## config.mk

```make
export PLATFORM = sky130hd
export DESIGN_NAME = axi_read_arbiter_flat
export DESIGN_NICKNAME = d
export VERILOG_FILES = /design/src/rtl/axi_lite_pkg.sv /design/src/rtl/axi_read_arbiter_if.sv /design/src/rtl/rr_pick2.sv /design/src/rtl/axi_read_arbiter.sv /design/src/flat_wrapper.sv
export SDC_FILE = /design/constraint.sdc
export NUM_CORES = 1
export LEC_CHECK = 0
export CORE_UTILIZATION = 38
export DETAILED_ROUTE_END_ITERATION = 10
export GPL_TIMING_DRIVEN = 0
export PLACE_DENSITY = 0.86
export SLEW_MARGIN = 30
export SYNTH_ARGS = -nofsm -noshare
export SYNTH_HDL_FRONTEND = slang
export SYNTH_SLANG_ARGS = --single-unit
```

## constraint.sdc

```tcl
create_clock -name clock -period 3.4 [get_ports clock]
set_clock_uncertainty 0.05 [all_clocks]
set_input_delay 0.68 -clock clock [delete_from_list [all_inputs] [get_ports clock]]
set_output_delay 0.68 -clock clock [all_outputs]
set_load 0.03 [all_outputs]
```

## src/rtl/axi_lite_pkg.sv

```systemverilog
// rtl/axi_lite_pkg.sv - shared AXI4-Lite read-path types and constants
package axi_lite_pkg;

    localparam logic [1:0] RESP_OKAY   = 2'b00;
    localparam logic [1:0] RESP_EXOKAY = 2'b01;
    localparam logic [1:0] RESP_SLVERR = 2'b10;
    localparam logic [1:0] RESP_DECERR = 2'b11;

    typedef enum logic [1:0] {
        ARB_IDLE = 2'd0,
        ARB_ADDR = 2'd1,
        ARB_DATA = 2'd2
    } arb_state_e;

    typedef logic mid_t;

    localparam mid_t MID_ICACHE = 1'b0;
    localparam mid_t MID_LSU    = 1'b1;

endpackage

```

## src/rtl/axi_read_arbiter_if.sv

```systemverilog
// rtl/axi_read_arbiter_if.sv - AXI4-Lite read address/data channel bundle
interface axi_read_arbiter_if #(
    parameter int WIDTH = 32
);

    logic             arvalid;
    logic             arready;
    logic [WIDTH-1:0] araddr;
    logic             rvalid;
    logic             rready;
    logic [WIDTH-1:0] rdata;
    logic [1:0]       rresp;

    modport master (
        output arvalid, araddr, rready,
        input  arready, rvalid, rdata, rresp
    );

    modport slave (
        input  arvalid, araddr, rready,
        output arready, rvalid, rdata, rresp
    );

endinterface

```

## src/rtl/rr_pick2.sv

```systemverilog
// rtl/rr_pick2.sv - two-way round-robin selector, one-hot grant
module rr_pick2
    import axi_lite_pkg::*;
(
    input  logic [1:0] req,
    input  mid_t       last_grant,
    output logic [1:0] grant
);

    // On a tie the master that was not served last wins.
    always_comb begin
        grant = 2'b00;
        if (req[0] && (!req[1] || last_grant == MID_LSU)) begin
            grant[0] = 1'b1;
        end else if (req[1]) begin
            grant[1] = 1'b1;
        end
    end

endmodule

```

## src/rtl/axi_read_arbiter.sv

```systemverilog
// rtl/axi_read_arbiter.sv - icache/LSU round-robin arbiter for one AXI4-Lite read port
module axi_read_arbiter #(
    parameter int WIDTH   = 32,
    parameter int TIMEOUT = 4096
) (
    input  logic                clock,
    input  logic                reset,
    axi_read_arbiter_if.slave   m0,
    axi_read_arbiter_if.slave   m1,
    axi_read_arbiter_if.master  s,
    output logic                timeout_o
);

    import axi_lite_pkg::*;

    localparam int CW = (TIMEOUT < 2) ? 1 : $clog2(TIMEOUT + 1);
    localparam logic [CW-1:0] WD_LIMIT = CW'(TIMEOUT);
    localparam logic [CW-1:0] WD_LAST  = CW'((TIMEOUT > 0) ? TIMEOUT - 1 : 0);

    arb_state_e       state;
    mid_t             owner;
    mid_t             last_grant;
    logic [WIDTH-1:0] araddr_q;
    logic [CW-1:0]    wd_count;
    logic [1:0]       grant;
    logic             r_done;

    rr_pick2 u_pick (
        .req        ({m1.arvalid, m0.arvalid}),
        .last_grant (last_grant),
        .grant      (grant)
    );

    assign m0.arready = (state == ARB_IDLE) && grant[0];
    assign m1.arready = (state == ARB_IDLE) && grant[1];

    assign s.arvalid = (state == ARB_ADDR);
    assign s.araddr  = araddr_q;
    assign s.rready  = (state == ARB_DATA) && ((owner == MID_LSU) ? m1.rready : m0.rready);

    // Response payload is broadcast; only the owner sees rvalid.
    assign m0.rvalid = (state == ARB_DATA) && (owner == MID_ICACHE) && s.rvalid;
    assign m1.rvalid = (state == ARB_DATA) && (owner == MID_LSU) && s.rvalid;
    assign m0.rdata  = s.rdata;
    assign m1.rdata  = s.rdata;
    assign m0.rresp  = s.rresp;
    assign m1.rresp  = s.rresp;

    assign r_done = s.rvalid && s.rready;

    always_ff @(posedge clock) begin
        if (reset) begin
            state      <= ARB_IDLE;
            owner      <= MID_ICACHE;
            last_grant <= MID_LSU;
            araddr_q   <= '0;
            wd_count   <= '0;
            timeout_o  <= 1'b0;
        end else begin
            case (state)
                ARB_IDLE: begin
                    if (|grant) begin
                        araddr_q <= grant[1] ? m1.araddr : m0.araddr;
                        owner    <= grant[1] ? MID_LSU : MID_ICACHE;
                        state    <= ARB_ADDR;
                    end
                end
                ARB_ADDR: begin
                    if (s.arready) begin
                        wd_count <= '0;
                        state    <= ARB_DATA;
                    end
                end
                ARB_DATA: begin
                    if (r_done) begin
                        last_grant <= owner;
                        state      <= ARB_IDLE;
                    end else begin
                        // Watchdog only flags; the transaction keeps waiting.
                        if (wd_count != WD_LIMIT) begin
                            wd_count <= wd_count + 1'b1;
                        end
                        if (TIMEOUT != 0 && wd_count == WD_LAST) begin
                            timeout_o <= 1'b1;
                        end
                    end
                end
                default: state <= ARB_IDLE;
            endcase
        end
    end

endmodule
```

## src/flat_wrapper.sv

```systemverilog
// flat-port wrapper written by rule: the top's interface ports become plain ports
module axi_read_arbiter_flat import axi_lite_pkg::*;
#(
    parameter int WIDTH   = 32,
    parameter int TIMEOUT = 4096
)
  (clock, reset, timeout_o, m0_arvalid, m0_araddr, m0_rready, m0_arready, m0_rvalid, m0_rdata, m0_rresp, m1_arvalid, m1_araddr, m1_rready, m1_arready, m1_rvalid, m1_rdata, m1_rresp, s_arvalid, s_araddr, s_rready, s_arready, s_rvalid, s_rdata, s_rresp);
  axi_read_arbiter_if #(.WIDTH(WIDTH)) m0_i ();
  axi_read_arbiter_if #(.WIDTH(WIDTH)) m1_i ();
  axi_read_arbiter_if #(.WIDTH(WIDTH)) s_i ();
  input  logic clock;
  input  logic reset;
  output logic timeout_o;
  input wire logic [$bits(m0_i.arvalid)-1:0] m0_arvalid;
  input wire logic [$bits(m0_i.araddr)-1:0] m0_araddr;
  input wire logic [$bits(m0_i.rready)-1:0] m0_rready;
  output wire logic [$bits(m0_i.arready)-1:0] m0_arready;
  output wire logic [$bits(m0_i.rvalid)-1:0] m0_rvalid;
  output wire logic [$bits(m0_i.rdata)-1:0] m0_rdata;
  output wire logic [$bits(m0_i.rresp)-1:0] m0_rresp;
  input wire logic [$bits(m1_i.arvalid)-1:0] m1_arvalid;
  input wire logic [$bits(m1_i.araddr)-1:0] m1_araddr;
  input wire logic [$bits(m1_i.rready)-1:0] m1_rready;
  output wire logic [$bits(m1_i.arready)-1:0] m1_arready;
  output wire logic [$bits(m1_i.rvalid)-1:0] m1_rvalid;
  output wire logic [$bits(m1_i.rdata)-1:0] m1_rdata;
  output wire logic [$bits(m1_i.rresp)-1:0] m1_rresp;
  output wire logic [$bits(s_i.arvalid)-1:0] s_arvalid;
  output wire logic [$bits(s_i.araddr)-1:0] s_araddr;
  output wire logic [$bits(s_i.rready)-1:0] s_rready;
  input wire logic [$bits(s_i.arready)-1:0] s_arready;
  input wire logic [$bits(s_i.rvalid)-1:0] s_rvalid;
  input wire logic [$bits(s_i.rdata)-1:0] s_rdata;
  input wire logic [$bits(s_i.rresp)-1:0] s_rresp;
  assign m0_i.arvalid = m0_arvalid;
  assign m0_i.araddr = m0_araddr;
  assign m0_i.rready = m0_rready;
  assign m0_arready = m0_i.arready;
  assign m0_rvalid = m0_i.rvalid;
  assign m0_rdata = m0_i.rdata;
  assign m0_rresp = m0_i.rresp;
  assign m1_i.arvalid = m1_arvalid;
  assign m1_i.araddr = m1_araddr;
  assign m1_i.rready = m1_rready;
  assign m1_arready = m1_i.arready;
  assign m1_rvalid = m1_i.rvalid;
  assign m1_rdata = m1_i.rdata;
  assign m1_rresp = m1_i.rresp;
  assign s_arvalid = s_i.arvalid;
  assign s_araddr = s_i.araddr;
  assign s_rready = s_i.rready;
  assign s_i.arready = s_arready;
  assign s_i.rvalid = s_rvalid;
  assign s_i.rdata = s_rdata;
  assign s_i.rresp = s_rresp;
  axi_read_arbiter #(.WIDTH(WIDTH), .TIMEOUT(TIMEOUT)) u_core (.clock(clock), .reset(reset), .m0(m0_i), .m1(m1_i), .s(s_i), .timeout_o(timeout_o));
endmodule
```

==> flow_summary_export.csv <==
group,metric,value,unit
global_routing,grt_max_degree,17,
global_routing,gr-usage-met1,24.21,%
yosys,syn_area_per_cell,8.924,sq um
clock_network,cts_buffers,5,
global_routing,grt_use_total,20.60,%
routing,viasPerCell,4.936,
floorplan,rows,32,
timing,fmax,0.3183,GHz
clock_network,htreeDepth,2,
yosys,synth_nets,448,
timing,fin_crit_sh,92.39,%
worst_setup_path,worst-path-max-fanout,10,
place,portBuffers,177,
clock_network,ctsLongestPathBuffers,2,
global_routing,grt_pass1_vias,3045,
cells_and_area,final_cell_mix,"clkdlybuf4s50_1, buf_4, dfxtp_1",
cells_and_area,final_area,5070,sq um
cells_and_area,finalNetCount,632,
floorplan,die_y,91.36,um
power,vdd_drop_max,0.0002261,V
floorplan,die_area,8346,sq um
worst_setup_path,crit_type,"input pin to output pin",
floorplan,die_x,91.36,um
cells_and_area,final_cells,627,
power,p_total,1.903,mW
routing,vias,3095,
worst_setup_path,worstPathRequired,2.67,ns
run,cap_violations,0,
yosys,synth_edf_count,0,
yosys,async_flop_share,0,%
yosys,ys_seq_area_share,32.99,%
power,power.density,375.4,nW/um^2
floorplan,core_area,7727,sq um
place,gp_congestion,0.8809,
power,pwr-share-clk,26.1,%
routing,wl_per_cell,14.07,um
routing,firstDrtPassIters,4,
worst_setup_path,crit_slowest_cell,"clkdlybuf4s50_1",
global_routing,use_met2,37.56,%
timing,hold_viol_final,0,
power,switching_power,0.6129,mW
worst_setup_path,path_buf_inv,4,
yosys,synth_ff_type,"dfxtp_1",
worst_setup_path,arrival,2.41,ns
routing,drtIter0Drc,209,
timing,maxSlewViolCount,0,
global_routing,grtUsageMet3,4.690,%
routing,drt_wl_total,8824,um
timing,tightest_slew,0.4922,ns
place,dpl_cell_area,4933,sq um
worst_setup_path,crit_family,"buffers and inverters",
cells_and_area,fillers,623,
routing,antenna_left,0,
timing,finalCriticalPeriod,3.141,ns
clock_network,cts.clk_slew.worst_paths,0.09,ns
worst_setup_path,crit_chain,"clkdlybuf4s50_1 > a21boi_0 > buf_2 > buf_4 > and2_1 > dlygate4sd2_1",
yosys,syn_inst,340,
power,p_seq_share,35.2,%
timing,setup_viol,0,
timing,max-slew-margin-rel,67.19,%
global_routing,grt.busiest_layer,"met2",
clock_network,insertion_delay,0.30,ns
worst_setup_path,cp-start-kind,"input pin",
timing,grt_setup_unrepaired,"no",
global_routing,grt-ovfl-total,0,
worst_hold_path,hold_path_class,"flop to flop",
worst_setup_path,slowest_delay,0.51,ns
cells_and_area,n_antenna_cell,0,
clock_network,cts.sinks,50,
global_routing,grt_pass1_wl,14030,um
place,dp.cells,619,
floorplan,ioPinCount,213,
cells_and_area,final_layout_size_suffix_gt1_share,19.05,%
place,dp_hpwl,7104,um
cells_and_area,utilization,65.61,%
yosys,synth_cell_types,42,
status,status,"completed",
clock_network,root_buffer,"clkbuf_8",
cells_and_area,synthToLayoutAreaGrowth,67.09,%
routing,drc,0,
power,combPwrFrac,38.7,%
cells_and_area,layout_commonest_cell,"clkdlybuf4s50_1",
yosys,ys_ff_latch,50,
clock_network,ctsHoldBuffers,0,
clock_network,cts_tree,"built",
yosys,synth_area,3034,sq um
floorplan,start_util,39.26,%
worst_setup_path,rrSetupSlack,1.56,ns
worst_setup_path,end_kind,"output pin",
power,power_leakage,2.012,nW
power,internal_power,1.290,mW
global_routing,antenna_found_initial,0,
power,switching_share,32.20,%
yosys,yosys_warnings,0,
synthesized netlist by cell type, types with 2 or more instances:
| master | count | share of area, % |
|---|---|---|
| buf_4 | 72 | 18 |
| dfxtp_1 | 50 | 33 |
| nor2_1 | 39 | 4.8 |
| a211oi_1 | 32 | 7.9 |
| mux2i_1 | 32 | 11 |
| a21oi_1 | 9 | 1.5 |
| clkbuf_1 | 9 | 1.1 |
| buf_2 | 8 | 1.3 |
| o31ai_1 | 8 | 2.0 |
| nand2_1 | 7 | 0.87 |
| o311ai_0 | 6 | 1.7 |
| a31oi_1 | 5 | 1.0 |
| inv_1 | 5 | 0.62 |
| nand3_1 | 5 | 0.82 |
| a41oi_1 | 4 | 1.2 |
| and2_1 | 4 | 0.82 |
| and3_1 | 4 | 0.82 |
| o21ai_0 | 4 | 0.66 |
| buf_6 | 3 | 1.1 |
| nand4b_1 | 3 | 0.87 |
| a311oi_1 | 2 | 0.58 |
| and4_1 | 2 | 0.58 |
| ha_1 | 2 | 0.82 |
| nand2b_1 | 2 | 0.41 |
| nand4_1 | 2 | 0.41 |
| nor2b_1 | 2 | 0.41 |
| nor3_1 | 2 | 0.33 |
| nor4b_2 | 2 | 0.99 |
| o21a_1 | 2 | 0.49 |
worst register-to-register path, stage by stage, from the launching register on:
cell,delay [ns]
dfxtp_1,0.39
inv_1,0.09
ha_1,0.19
nor4b_2,0.16
nand4_1,0.27
nand3_2,0.22
o41ai_1,0.37
cells by family after synthesis:
| family | count (synthesis) | share of synthesized area (%) |
|---|---|---|
| muxes | 33 | 11.01 |
| DFF | 50 | 32.99 |
| AOI/OAI and AO/OA | 76 | 18.76 |
| adders and majority gates | 2 | 0.8246 |
| buffers and inverters | 97 | 21.98 |
| and+or+nand+nor | 82 | 14.43 |
what timing repair did:
item	in CTS	in global routing
setup buffers	0	0
gates resized for setup	1	0
setup endpoints to repair	1	0
cell type report:
class / count / area [sq um] / area share (%)
tap: 102 / 127.6 / 2.517
sequential: 50 / 1001 / 19.74
timing repair buffer: 177 / 1770 / 34.92
buffer: 92 / 648.1 / 12.78
inverter: 5 / 18.77 / 0.3702
clock buffer: 5 / 68.82 / 1.357
multi-input combinational: 193 / 1366 / 26.95
clock inverter: 3 / 68.82 / 1.357
power by group through the flow:
stage | logic (mW) | registers [mW] | clock network (mW)
after floorplan | 0.331 | 0.776 | 0
after global placement | 0.728 | 0.681 | 0
after detailed placement | 0.739 | 0.684 | 0
after CTS | 0.741 | 0.671 | 0.503
after global routing | 0.777 | 0.678 | 0.521
final | 0.736 | 0.671 | 0.496
registers in the layout, summed over array words and instances (netlist names):
| register | flops |
|---|---|
| u_core.s.araddr | 32 |
| u_core.last_grant | 1 |
| u_core.timeout_o | 1 |
| u_core.state | 2 |
| u_core.wd_count | 13 |
| u_core.owner | 1 |
per-layer routing:
layer | routed length (um) | share of wire (%)
met1 | 3518 | 40
met2 | 4558 | 52
met3 | 636 | 7.2
met4 | 110 | 1.2
met5 | 0 | 0
stage by stage:
step           setup TNS, ns  setup WS, ns  hold WS, ns
2_1_floorplan              0         1.157       0.3997
3_3_place_gp       -0.006747     -0.006747       0.4071
3_5_place_dp        -0.03302      -0.03302       0.4100
4_1_cts                    0        0.2312       0.4316
5_1_grt                    0       0.09724       0.4694
6_report                   0        0.2588       0.4335
path summary, 6_finish.rpt:
kind,depth (start not counted),to,startpoint
setup / recovery,6,m1_arready,m1_arvalid
hold reg to reg,1,u_core.timeout_o$_SDFFE_PP0P_,u_core.timeout_o$_SDFFE_PP0P_
setup reg to reg,6,u_core.wd_count[8]$_SDFFE_PP0P_,u_core.wd_count[0]$_SDFFE_PP0P_
hold / removal,1,u_core.timeout_o$_SDFFE_PP0P_,u_core.timeout_o$_SDFFE_PP0P_
Note: power is estimated with default switching activity, not from simulation.
